## config.mk

```make
export PLATFORM = sky130hd
export DESIGN_NAME = alu_rr_scheduler
export DESIGN_NICKNAME = d
export VERILOG_FILES = /design/src/rtl/alu_rr_scheduler.sv
export SDC_FILE = /design/constraint.sdc
export NUM_CORES = 1
export LEC_CHECK = 0
export ABC_AREA = 1
export CORE_AREA = 2 2 164 166
export DETAILED_ROUTE_END_ITERATION = 6
export DIE_AREA = 0 0 166 168
export HOLD_SLACK_MARGIN = 0.02
export PLACE_DENSITY = 0.67
export SYNTH_ARGS = -nofsm -noshare
export SYNTH_HDL_FRONTEND = slang
export SYNTH_SLANG_ARGS = --single-unit
export TNS_END_PERCENT = 100
```

## constraint.sdc

```tcl
create_clock -name clk_i -period 1.8 [get_ports clk_i]
set_input_delay 0.36 -clock clk_i [delete_from_list [all_inputs] [get_ports clk_i]]
set_output_delay 0.36 -clock clk_i [all_outputs]
set_load 0.05 [all_outputs]
```

## src/rtl/alu_rr_scheduler.sv

```systemverilog
// alu_rr_scheduler
//   Shares one external combinational ALU between NREQ requesters. A round-robin
//   arbiter picks one request at a time; the operands are registered onto the
//   alu_* ports, the ALU result is captured one cycle later and held on
//   rsp_data_o until the owning requester takes it. One operation in flight.
//
// Ports
//   clk_i          rising-edge clock
//   rst_i          synchronous reset, active-high
//   req_valid_i    [NREQ]     request pending per requester
//   req_ready_o    [NREQ]     one-hot accept (combinational)
//   req_a_i        [NREQ*W]   operand A, slice i = [i*W +: W]
//   req_b_i        [NREQ*W]   operand B, same packing
//   req_s_i        [NREQ*3]   op select, slice i = [i*3 +: 3]
//   rsp_valid_o    [NREQ]     one-hot: result for requester i on rsp_data_o
//   rsp_ready_i    [NREQ]     requester i takes the result
//   rsp_data_o     [W]        registered result
//   alu_a_o/b_o    [W]        registered operands to the ALU
//   alu_s_o        [3]        registered op select to the ALU
//   alu_result_i   [W]        ALU output
//   busy_o                    high whenever the FSM is not idle
//
// State | meaning
// ------+-------------------------------------------------------------
// IDLE  | arbitrate; accept the round-robin winner and latch its operands
// EXEC  | ALU is evaluating the latched operands; capture the result
// RESP  | hold rsp_valid/rsp_data until the owner asserts rsp_ready

module alu_rr_scheduler #(
    parameter int NREQ = 4,
    parameter int W    = 32
) (
    input  logic              clk_i,
    input  logic              rst_i,
    input  logic [NREQ-1:0]   req_valid_i,
    output logic [NREQ-1:0]   req_ready_o,
    input  logic [NREQ*W-1:0] req_a_i,
    input  logic [NREQ*W-1:0] req_b_i,
    input  logic [NREQ*3-1:0] req_s_i,
    output logic [NREQ-1:0]   rsp_valid_o,
    input  logic [NREQ-1:0]   rsp_ready_i,
    output logic [W-1:0]      rsp_data_o,
    output logic [W-1:0]      alu_a_o,
    output logic [W-1:0]      alu_b_o,
    output logic [2:0]        alu_s_o,
    input  logic [W-1:0]      alu_result_i,
    output logic              busy_o
);

    localparam int PW = (NREQ > 1) ? $clog2(NREQ) : 1;

    typedef enum logic [1:0] {
        IDLE = 2'd0,
        EXEC = 2'd1,
        RESP = 2'd2
    } state_t;

    state_t          state_q, state_d;
    logic [PW-1:0]   ptr_q, ptr_d;
    logic [PW-1:0]   owner_q, owner_d;
    logic [NREQ-1:0] rsp_valid_q, rsp_valid_d;
    logic [W-1:0]    rsp_data_q, rsp_data_d;
    logic [W-1:0]    alu_a_q, alu_a_d;
    logic [W-1:0]    alu_b_q, alu_b_d;
    logic [2:0]      alu_s_q, alu_s_d;
    logic [NREQ-1:0] grant;
    logic            found;
    logic [PW-1:0]   winner;

    // (base + off) mod NREQ, for NREQ that need not be a power of two.
    function automatic logic [PW-1:0] wrap_add(input logic [PW-1:0] base, input int off);
        int sum;
        sum = int'(base) + off;
        if (sum >= NREQ) begin
            sum = sum - NREQ;
        end
        return sum[PW-1:0];
    endfunction

    // Round-robin search starting at ptr_q; first valid requester wins.
    always_comb begin
        found  = 1'b0;
        winner = '0;
        for (int k = 0; k < NREQ; k++) begin
            if (!found && req_valid_i[wrap_add(ptr_q, k)]) begin
                found  = 1'b1;
                winner = wrap_add(ptr_q, k);
            end
        end
    end

    always_comb begin
        state_d     = state_q;
        ptr_d       = ptr_q;
        owner_d     = owner_q;
        rsp_valid_d = rsp_valid_q;
        rsp_data_d  = rsp_data_q;
        alu_a_d     = alu_a_q;
        alu_b_d     = alu_b_q;
        alu_s_d     = alu_s_q;
        grant       = '0;

        unique case (state_q)
            IDLE: begin
                if (found) begin
                    grant[winner] = 1'b1;
                    alu_a_d       = req_a_i[winner*W +: W];
                    alu_b_d       = req_b_i[winner*W +: W];
                    alu_s_d       = req_s_i[winner*3 +: 3];
                    owner_d       = winner;
                    state_d       = EXEC;
                end
            end
            EXEC: begin
                rsp_data_d           = alu_result_i;
                rsp_valid_d          = '0;
                rsp_valid_d[owner_q] = 1'b1;
                state_d              = RESP;
            end
            RESP: begin
                if (rsp_ready_i[owner_q]) begin
                    rsp_valid_d = '0;
                    ptr_d       = wrap_add(owner_q, 1);
                    state_d     = IDLE;
                end
            end
            default: begin
                state_d = IDLE;
            end
        endcase
    end

    always_ff @(posedge clk_i) begin
        if (rst_i) begin
            state_q     <= IDLE;
            ptr_q       <= '0;
            owner_q     <= '0;
            rsp_valid_q <= '0;
            rsp_data_q  <= '0;
            alu_a_q     <= '0;
            alu_b_q     <= '0;
            alu_s_q     <= '0;
        end else begin
            state_q     <= state_d;
            ptr_q       <= ptr_d;
            owner_q     <= owner_d;
            rsp_valid_q <= rsp_valid_d;
            rsp_data_q  <= rsp_data_d;
            alu_a_q     <= alu_a_d;
            alu_b_q     <= alu_b_d;
            alu_s_q     <= alu_s_d;
        end
    end

    // The accept must not fire in a reset cycle, since that edge discards it.
    assign req_ready_o = rst_i ? '0 : grant;
    assign rsp_valid_o = rsp_valid_q;
    assign rsp_data_o  = rsp_data_q;
    assign alu_a_o     = alu_a_q;
    assign alu_b_o     = alu_b_q;
    assign alu_s_o     = alu_s_q;
    assign busy_o      = (state_q != IDLE);

endmodule

```

== After elaboration in Yosys (flattened, before gate mapping) ==
Index checks and enable logic that the tools add are counted.
W data, S select, Z words.

* Word-level logic and storage cells: 88
* Output and inout bits: 108
* Bits of input ports: 310
* Flip-flop bits (word level): 109

* Add/subtract/negate cells: 9
* Magnitude comparators: 13
* Equal/unequal tests: 4
* Mux-type cells: 35
* Shift-type cells: 3
* Reductions and logical operators: 15
* Multiply operators: 1

{| class="wikitable"
|+ Operators with widths
! cell !! number
|-
| $shiftx A128 B8 Y32 || 2
|-
| $mux W2 || 11
|-
| $lt A2 B3 Y1 const B || 6
|-
| $mux W4 || 4
|-
| $ge A3 B3 Y1 const B || 4
|-
| $shiftx A12 B5 Y3 || 1
|-
| $mux W1 || 11
|-
| $bmux W1 S2 || 5
|-
| $sub A2 B1 Y2 const B || 5
|-
| $pmux W4 S2 || 1
|-
| $reduce_and A2 Y1 || 4
|-
| $add A2 B1 Y3 const B || 2
|-
| $add A2 B2 Y3 const B || 2
|-
| $pmux W2 S3 || 1
|-
| $logic_and A1 B1 Y1 || 5
|-
| $demux W1 S2 || 2
|-
| $ge A2 B1 Y1 const B || 2
|-
| $mul A2 B2 Y4 const B || 1
|-
| $ne A2 B2 Y1 const B || 2
|-
| $reduce_bool A2 Y1 || 2
|-
| $ge A2 B3 Y1 const B || 1
|-
| $logic_not A1 Y1 || 3
|-
| $eq A2 B1 Y1 const B || 1
|-
| $eq A2 B2 Y1 const B || 1
|-
| $logic_not A2 Y1 || 1
|}

== Longest topological paths before layout ==
Gate-level depths: netlist of the first run.

* Word-level depth: 21
* Mapped depth: 15
* Depth with buffers taken out: 13

== Least setup slack after synthesis of the first run ==
Ideal clock, no wire load.

* Path kind: flip-flop to output port
* Start: register ptr_q[0]
* End: output req_ready_o[0]
* Slack: -1.072 ns
* Path buffers: 3
* Arrival time: 2.512 ns
* Required time: 1.440 ns
* Cell stages (with the launch flop): 12
* Path through: dfxtp_1 > inv_2 > buf_6 > nand2_1 > nand2_1 > nand2_1 > inv_2 > a21boi_1 > o211ai_2 > buf_2 > buf_6 > nor3_1

* Longest elaborated chain between the ends: 21
* Elaborated cells on any way between the ends: 45
* Classes of those cells: 7 x add/sub; 6 x order compare; 25 x mux; 7 x reduce/logical

{| class="wikitable"
|+ RTL lines
! item !! line !! source
|-
| start, declared || 59 || <nowiki>logic [PW-1:0] ptr_q, ptr_d;</nowiki>
|-
| start signal, assigned || 145 || <nowiki>ptr_q <= ptr_d;</nowiki>
|-
| branches (longest 18 deep; another with $add A2 B1 Y3) || n/a ||
|-
| $mux W4 (*) || 105 || <nowiki>if (found) begin</nowiki>
|-
| $mux W4 (*) || 103 || <nowiki>unique case (state_q)</nowiki>
|-
| $mux W4 (*) || 156 || <nowiki>assign req_ready_o = rst_i ? '0 : grant;</nowiki>
|-
| end, declared || 36 || <nowiki>output logic [NREQ-1:0] req_ready_o,</nowiki>
|}

Mark *: on every way between the ends. The select of a mux whose other input is x is not followed.

== Worst setup path after layout of the first run ==
* Start: input req_valid_i[2]
* End: output req_ready_o[0]

* Longest elaborated chain between the ends: 19
* Elaborated cells on any way between the ends: 30
* Classes of those cells: 2 x order compare; 21 x mux; 7 x reduce/logical

{| class="wikitable"
|+ RTL lines
! item !! line !! source
|-
| start, declared || 35 || <nowiki>input logic [NREQ-1:0] req_valid_i,</nowiki>
|-
| $bmux W1 S2 || 85 || <nowiki>if (!found && req_valid_i[wrap_add(ptr_q, k)]) begin</nowiki>
|-
| $mux W1 (not written as such) || 85 ||
|-
| $mux W1 || 85 ||
|-
| $logic_not A1 Y1 || 85 ||
|-
| $logic_and A1 B1 Y1 || 85 ||
|-
| $mux W1 || 85 ||
|-
| $logic_not A1 Y1 || 85 ||
|-
| $logic_and A1 B1 Y1 || 85 ||
|-
| [3 not listed] || n/a ||
|-
| $mux W2 || 85 ||
|-
| $lt A2 B3 Y1 (not written as such) or $ge A2 B1 Y1 (tied branches) || 106 || <nowiki>grant[winner] = 1'b1;</nowiki>
|-
| $logic_and A1 B1 Y1 (not written as such) || 106 ||
|-
| $mux W1 (not written as such) || 106 ||
|-
| $demux W1 S2 || 106 ||
|-
| $mux W4 (*) || 105 ||
|-
| $mux W4 (*) || 103 ||
|-
| $mux W4 (*) || 156 ||
|}

Mark *: on every way between the ends. The rest lies on a longest branch, timed or not. The select of a mux whose other input is x is not followed.

==> results of run 1 <==
## state kept, by name, summed over array words and instances, names as in the netlist
signal       count
ptr_q            2
alu_a_o         32
alu_s_o          3
rsp_data_o      32
rsp_valid_o      4
owner_q          2
alu_b_o         32
state_q          2
## cell usage after synthesis
master	count	area, µm²
o22ai_1	1	6.26
nand2_4	2	22.5
nand2_2	5	31.3
nand2_1	252	946
nor3_1	2	10.0
dfxtp_1	109	2180
nor2_4	1	11.3
nor2_2	2	12.5
nor2_1	70	263
o21ai_0	35	175
inv_1	11	41.3
o21ai_2	3	26.3
clkinv_1	1	3.75
buf_1	8	30.0
nand3_1	403	2020
nand4_1	1	6.26
nand4_4	1	21.3
buf_2	37	185
inv_2	5	18.8
clkbuf_1	27	101
buf_4	8	60.1
nand3_2	10	100
ha_1	4	50.1
a21oi_1	7	35.0
a21boi_1	1	7.51
buf_6	10	113
o211ai_2	1	12.5
## final cells by class
class	count	area, µm²	share of cell area [%]
sequential	109	2190	17.3
clock buffer	9	225	1.79
inverter	17	71.3	0.566
timing repair buffer	531	5530	43.9
tap	341	427	3.39
timing repair inverter	1	6.26	0.0497
clock inverter	7	96.3	0.765
multi-input combinational	801	4060	32.2
## worst max-delay path: cells and delay by family
family | cells | cell delay [ns]
buf+inv | 5 | 0.94
compound gates | 2 | 0.24
simple gates | 4 | 0.55
## report_power, final
part           leakage, µW  internal (µW)  switching, µW
combinational      0.00459           3490           5080
clock             0.000157           1040           1190
sequential        0.000900           2960            318
total              0.00564           7490           6590
## routing by layer
| layer | global-route usage [%] | share of wire [%] | vias up |
|---|---|---|---|
| met2 | 35.4 | 47 | 461 |
| met5 | 0 | 0 | - |
| met3 | 4.65 | 7.4 | 94 |
| met4 | 9.98 | 4.7 | 0 |
| li1 | - | - | 4349 |
| met1 | 25.7 | 40 | 4138 |
## through the flow
stage / setup WS (ns) / hold WS (ns) / util [%] / setup TNS (ns) / total power (µW)
final: -0.656 / 0.455 / 47.8 / -28.60 / 14100
after global routing: -0.734 / 0.470 / 47.8 / -36.44 / 14800
after CTS: -0.655 / 0.456 / 45.8 / -29.48 / 13500
after detailed placement: -0.693 / 0.441 / 42.6 / -43.32 / 10600
after global placement: -0.655 / 0.438 / 42.6 / -39.98 / 10500
after floorplan: -0.296 / 0.518 / - / -1.01 / 7770
## kinds of logic (layout without fill, tap and decap cells)
logic type	count (synthesis)	after routing	share of synthesized area, %
simple gates	749	749	53.0
flops	109	109	33.6
buf+inv	107	565	8.52
compound gates	48	48	4.05
fa+ha+maj	4	4	0.771
## final timing paths
path / from / to / slack, ns / cells after the start
worst max-delay path: req_valid_i[2] / req_ready_o[0] / -0.66 / 11
worst max register to register: ptr_q[0] / alu_b_o[9] / -0.43 / 14
worst min-delay path: alu_b_o[23] / alu_b_o[23] / 0.45 / 2
worst min register to register: alu_b_o[23] / alu_b_o[23] / 0.45 / 2
## what timing repair did
item / CTS / global route
pin swaps: 12 / 44
buffers inserted: 12 / 14
endpoints found under the setup margin: 72 / 73
gates resized for setup: 38 / 61
gates cloned: 10 / 13
hold endpoints to repair: 0 / 0
==> results.sh, run 1 <==
export IMPL_status="finished with violations"
export IMPL_violations="negative setup slack"
export IMPL_core_area_um2=26400
export IMPL_syn_cell_area_um2=6490
export IMPL_grt_pass1_vias=8494
export IMPL_path_class="primary input to output port"
export IMPL_ant_nets=0
export IMPL_die_h_um=168
export IMPL_cp_required_ns=1.44
export IMPL_ys_seq_area_share_pct=33.6
export IMPL_finalSetupViolCount=72
export IMPL_place_area_um2=11200
export IMPL_cap_violations=0
export IMPL_start_util_pct=24.6
export IMPL_placed_cells=1756
export IMPL_syn_inst=1017
export IMPL_grt_usage_pct=21.1
export IMPL_dp_hpwl_um=21700
export IMPL_clk_pin_slew_worst_paths_ns=0.09
export IMPL_clock_skew_ns=0.0103
export IMPL_startpoint_type="primary input"
export IMPL_grt_max_degree=47
export IMPL_numCtsBuffers=9
export IMPL_gp_congestion=0.897
export IMPL_drtIter0Drc=618
export IMPL_rows=60
export IMPL_finalCritPeriodShare_pct=136
export IMPL_antenna_found_initial=0
export IMPL_syn_area_per_cell_um2=6.38
export IMPL_clock_sinks=109
export IMPL_cp_max_fo=4
export IMPL_slowest_delay_ns=0.50
export IMPL_hold_viol=0
export IMPL_drive_gt1_share_pct=21.5
export IMPL_fin_nets=1784
export IMPL_crit_chain="clkdlybuf4s50_1, inv_2, o21ai_4, buf_6, nor2_4, nand2_4, o21ai_4, nor2_4, inv_4, nor3_4, buf_12"
export IMPL_hp_class="flip-flop to flip-flop"
export IMPL_end_kind="output port"
export IMPL_cts_tree="done"
export IMPL_design_area_um2=12600
export IMPL_n_antenna_cell=0
export IMPL_cp_slowest_cell="clkdlybuf4s50_1"
export IMPL_ys_types=27
export IMPL_final_common_cell="nand3_1"
export IMPL_ctsHoldBuffers=0
export IMPL_power_leakage_uw=0.00564
export IMPL_first_pass_iters=5
export IMPL_dieArea_um2=27900
export IMPL_power_density_nw_per_um2=1120
export IMPL_layout_setup_ws_ns=-0.656
export IMPL_ir_drop_mv=0.509
export IMPL_overflow=0
export IMPL_layout_common_cells="382 x nand3_1, 307 x clkdlybuf4s50_1, 236 x nand2_1"
export IMPL_cts_path_max_buffers=2
export IMPL_io_pins=418
export IMPL_max_freq_mhz=407
export IMPL_cp_arrival_ns=2.10
export IMPL_syn_nets=1331
export IMPL_drc=0
export IMPL_num_vias=9042
export IMPL_cts_root_buf="clkbuf_16"
export IMPL_period_needed_ns=2.46
export IMPL_io_buffers=417
export IMPL_ys_seq_elements=109
export IMPL_relSlewSlack_pct=73.1
export IMPL_fillers=2601
export IMPL_htreeDepth=3
export IMPL_finalNonFillerCells=1816
export IMPL_areaGrowthSynthToFinish_pct=94.2
export IMPL_rsz0062_at_grt="yes"
export IMPL_clkLatencyLatePin_ns=0.37
export IMPL_maxSlewViolCount=0
export IMPL_fp_dieW_um=166
export IMPL_routed_via_density=4.98
export IMPL_grt_pass1_wl_um=46700
export IMPL_wl_per_cell_um=18.4
export IMPL_yosysWarnings=0
export IMPL_tightest_slew_ns=0.401
export IMPL_routed_wl_um=33400
(Power assumes the default switching activity.)
==> run 2: changes to the inputs <==
==> constraint.sdc (replaced) <==
create_clock -name clk_i -period 1.8 [get_ports clk_i]
set_input_delay 0.27 -clock clk_i [delete_from_list [all_inputs] [get_ports clk_i]]
set_output_delay 0.27 -clock clk_i [all_outputs]
set_load 0.05 [all_outputs]
==> run 2 against run 1 <==
Against the previous run: the flow still finishes with violations (negative setup slack); non-clock buffer count increased by 13; core utilization increased by 6.3 points; sequential share of layout area decreased by 2.0 points; sequential power about the same; flip-flop and latch count unchanged; setup slack improved by 0.14 ns; total power increased by 8.5%; highest routed layer unchanged; worst hold slack got worse by 0.012 ns; cell count increased by 0.66%; largest cell class unchanged; die area unchanged.
==> results.sh, run 2 (synthesis results as in run 1) <==
export IMPL_drtIter0Drc=587
export IMPL_finalSetupViolCount=71
export IMPL_path_class="primary input to output port"
export IMPL_hold_depth=2
export IMPL_power_frac_seq_pct=21.3
export IMPL_clock_sinks=109
export IMPL_layout_common_cells="308 x clkdlybuf4s50_1, 246 x nand3_1, 191 x nand2_1"
export IMPL_gp_congestion=0.895
export IMPL_clock_skew_ns=0.00930
export IMPL_violations="negative setup slack"
export IMPL_cp_arrival_ns=2.05
export IMPL_tightest_slew_ns=0.537
export IMPL_end_kind="output port"
export IMPL_hold_viol=0
export IMPL_sw_frac_of_total_pct=46.8
export IMPL_grt_pass1_wl_um=48800
export IMPL_hp_class="flip-flop to flip-flop"
export IMPL_antenna_found_initial=0
export IMPL_final_common_cell="clkdlybuf4s50_1"
export IMPL_numCtsBuffers=9
export IMPL_rsz0062_at_grt="yes"
export IMPL_drive_gt1_share_pct=31.6
export IMPL_core_area_um2=26400
export IMPL_r2r_cells=16
export IMPL_period_needed_ns=2.32
export IMPL_start_util_pct=24.6
export IMPL_cts_root_buf="clkbuf_16"
export IMPL_fillers=2411
export IMPL_relSlewSlack_pct=64.1
export IMPL_power_uw=15300
export IMPL_dieArea_um2=27900
export IMPL_final_setup_tns_ns=-26.47
export IMPL_die_h_um=168
export IMPL_crit_path_end="req_ready_o[2]"
export IMPL_drc=0
export IMPL_io_pins=418
export IMPL_cp_required_ns=1.53
export IMPL_rows=60
export IMPL_clk_pin_slew_worst_paths_ns=0.07
export IMPL_ir_drop_mv=0.528
export IMPL_ctsHoldBuffers=0
export IMPL_io_buffers=417
export IMPL_n_antenna_cell=0
export IMPL_fp_dieW_um=166
export IMPL_dp_hpwl_um=22200
export IMPL_power_leakage_uw=0.00659
export IMPL_status="finished with violations"
export IMPL_ant_nets=0
export IMPL_routed_via_density=5.12
export IMPL_grt_max_degree=38
export IMPL_final_core_util_pct=54.1
export IMPL_overflow=0
export IMPL_num_vias=9359
export IMPL_clkLatencyLatePin_ns=0.36
export IMPL_rrSetupSlack_ns=-0.43
export IMPL_rr_startpoint="ptr_q[0]"
export IMPL_max_freq_mhz=431
export IMPL_wl_per_cell_um=19.3
export IMPL_layout_setup_ws_ns=-0.518
export IMPL_finalCritPeriodShare_pct=129
export IMPL_cts_path_max_buffers=2
export IMPL_cap_violations=0
export IMPL_htreeDepth=3
export IMPL_cp_max_fo=3
export IMPL_crit_start="req_valid_i[0]"
export IMPL_place_area_um2=11400
export IMPL_grt_pass1_vias=8740
export IMPL_grt_usage_pct=22.1
export IMPL_areaGrowthSynthToFinish_pct=120
export IMPL_power_density_nw_per_um2=1070
export IMPL_cts_tree="done"
export IMPL_startpoint_type="primary input"
export IMPL_p_switching_uw=7150
export IMPL_comb_power_share_pct=64.1
export IMPL_maxSlewViolCount=0
export IMPL_power_internal_uw=8130
export IMPL_design_area_um2=14300
export IMPL_routed_wl_um=35200
export IMPL_first_pass_iters=5
export IMPL_power_frac_clock_pct=14.6
export IMPL_fin_nets=1796
export IMPL_reg2reg_to="alu_b_o[31]"
[run 2: cell count changes in the layout (fill, tap and decap cells not counted), sizes merged, moves of 2 or more]
cell / delta
dlygate4sd2: +14
bufbuf: +2
dlymetal6s2s: +27
inv: -5
clkbuf: -2
clkinv: +3
buf: -29
[run 2: final cells by class]
| cell class | count | area, µm² | area share (%) |
|---|---|---|---|
| clock buffers | 9 | 225 | 1.58 |
| clock inverters | 7 | 103 | 0.719 |
| inverters | 17 | 71.3 | 0.500 |
| multi-input cells | 801 | 5180 | 36.3 |
| flip-flops and latches | 109 | 2190 | 15.4 |
| well taps | 341 | 427 | 2.99 |
| repair buffers | 544 | 6070 | 42.6 |
[run 2: routing by layer]
layer  GRT usage [%]  part of all wire, %  vias to the layer above
met2            39.6                   51                      477
met3            4.98                  6.8                       87
li1                -                    -                     4389
met4            7.11                  3.2                        0
met5               0                    0                        -
met1            26.3                   39                     4406
[run 2: through the flow]
step / std cells / worst slack [ns] / hold slack, ns
after floorplan: 1017 / -0.206 / 0.437
after global placement: 1757 / -0.523 / 0.435
after detailed placement: 1757 / -0.536 / 0.440
after CTS: 1801 / -0.466 / 0.456
after global routing: 1828 / -0.599 / 0.468
final: 1828 / -0.518 / 0.443
[run 2: how the worst min path moves through the flow]
stage,slack (ns),startpoint,to
after detailed placement,0.44,alu_a_o[2],alu_a_o[2]
after CTS,0.46,alu_a_o[10],alu_a_o[10]
final,0.44,alu_a_o[10],alu_a_o[10]
after global placement,0.44,alu_a_o[8],alu_a_o[8]
after global routing,0.47,alu_a_o[26],alu_a_o[26]
after floorplan,0.44,alu_result_i[0],rsp_data_o[0]
[run 2: worst max-delay path, cell delays in order]
cell and delay (ns):
clkdlybuf4s50_1 0.52, inv_2 0.09, o21ai_4 0.21, nor2_4 0.09, nand2_4 0.12, o21ai_4 0.09, nor2_4 0.20, inv_4 0.08
nor3_4 0.20, buf_12 0.16
[run 2: repair_timing]
item	4_1_cts	5_1_grt
hold endpoints to repair	0	0
setup endpoints to repair	86	98
pin swaps	47	94
resized for setup	141	267
setup buffers	17	18
gates cloned	11	12
[run 2: power groups by stage]
stage	Combinational [µW]	Sequential (µW)	Clock, µW
2_1_floorplan	2690	5080	0
3_3_place_gp	7420	3280	0
3_5_place_dp	7450	3300	0
4_1_cts	8410	3250	2320
5_1_grt	10300	3320	2390
6_report	9790	3250	2230
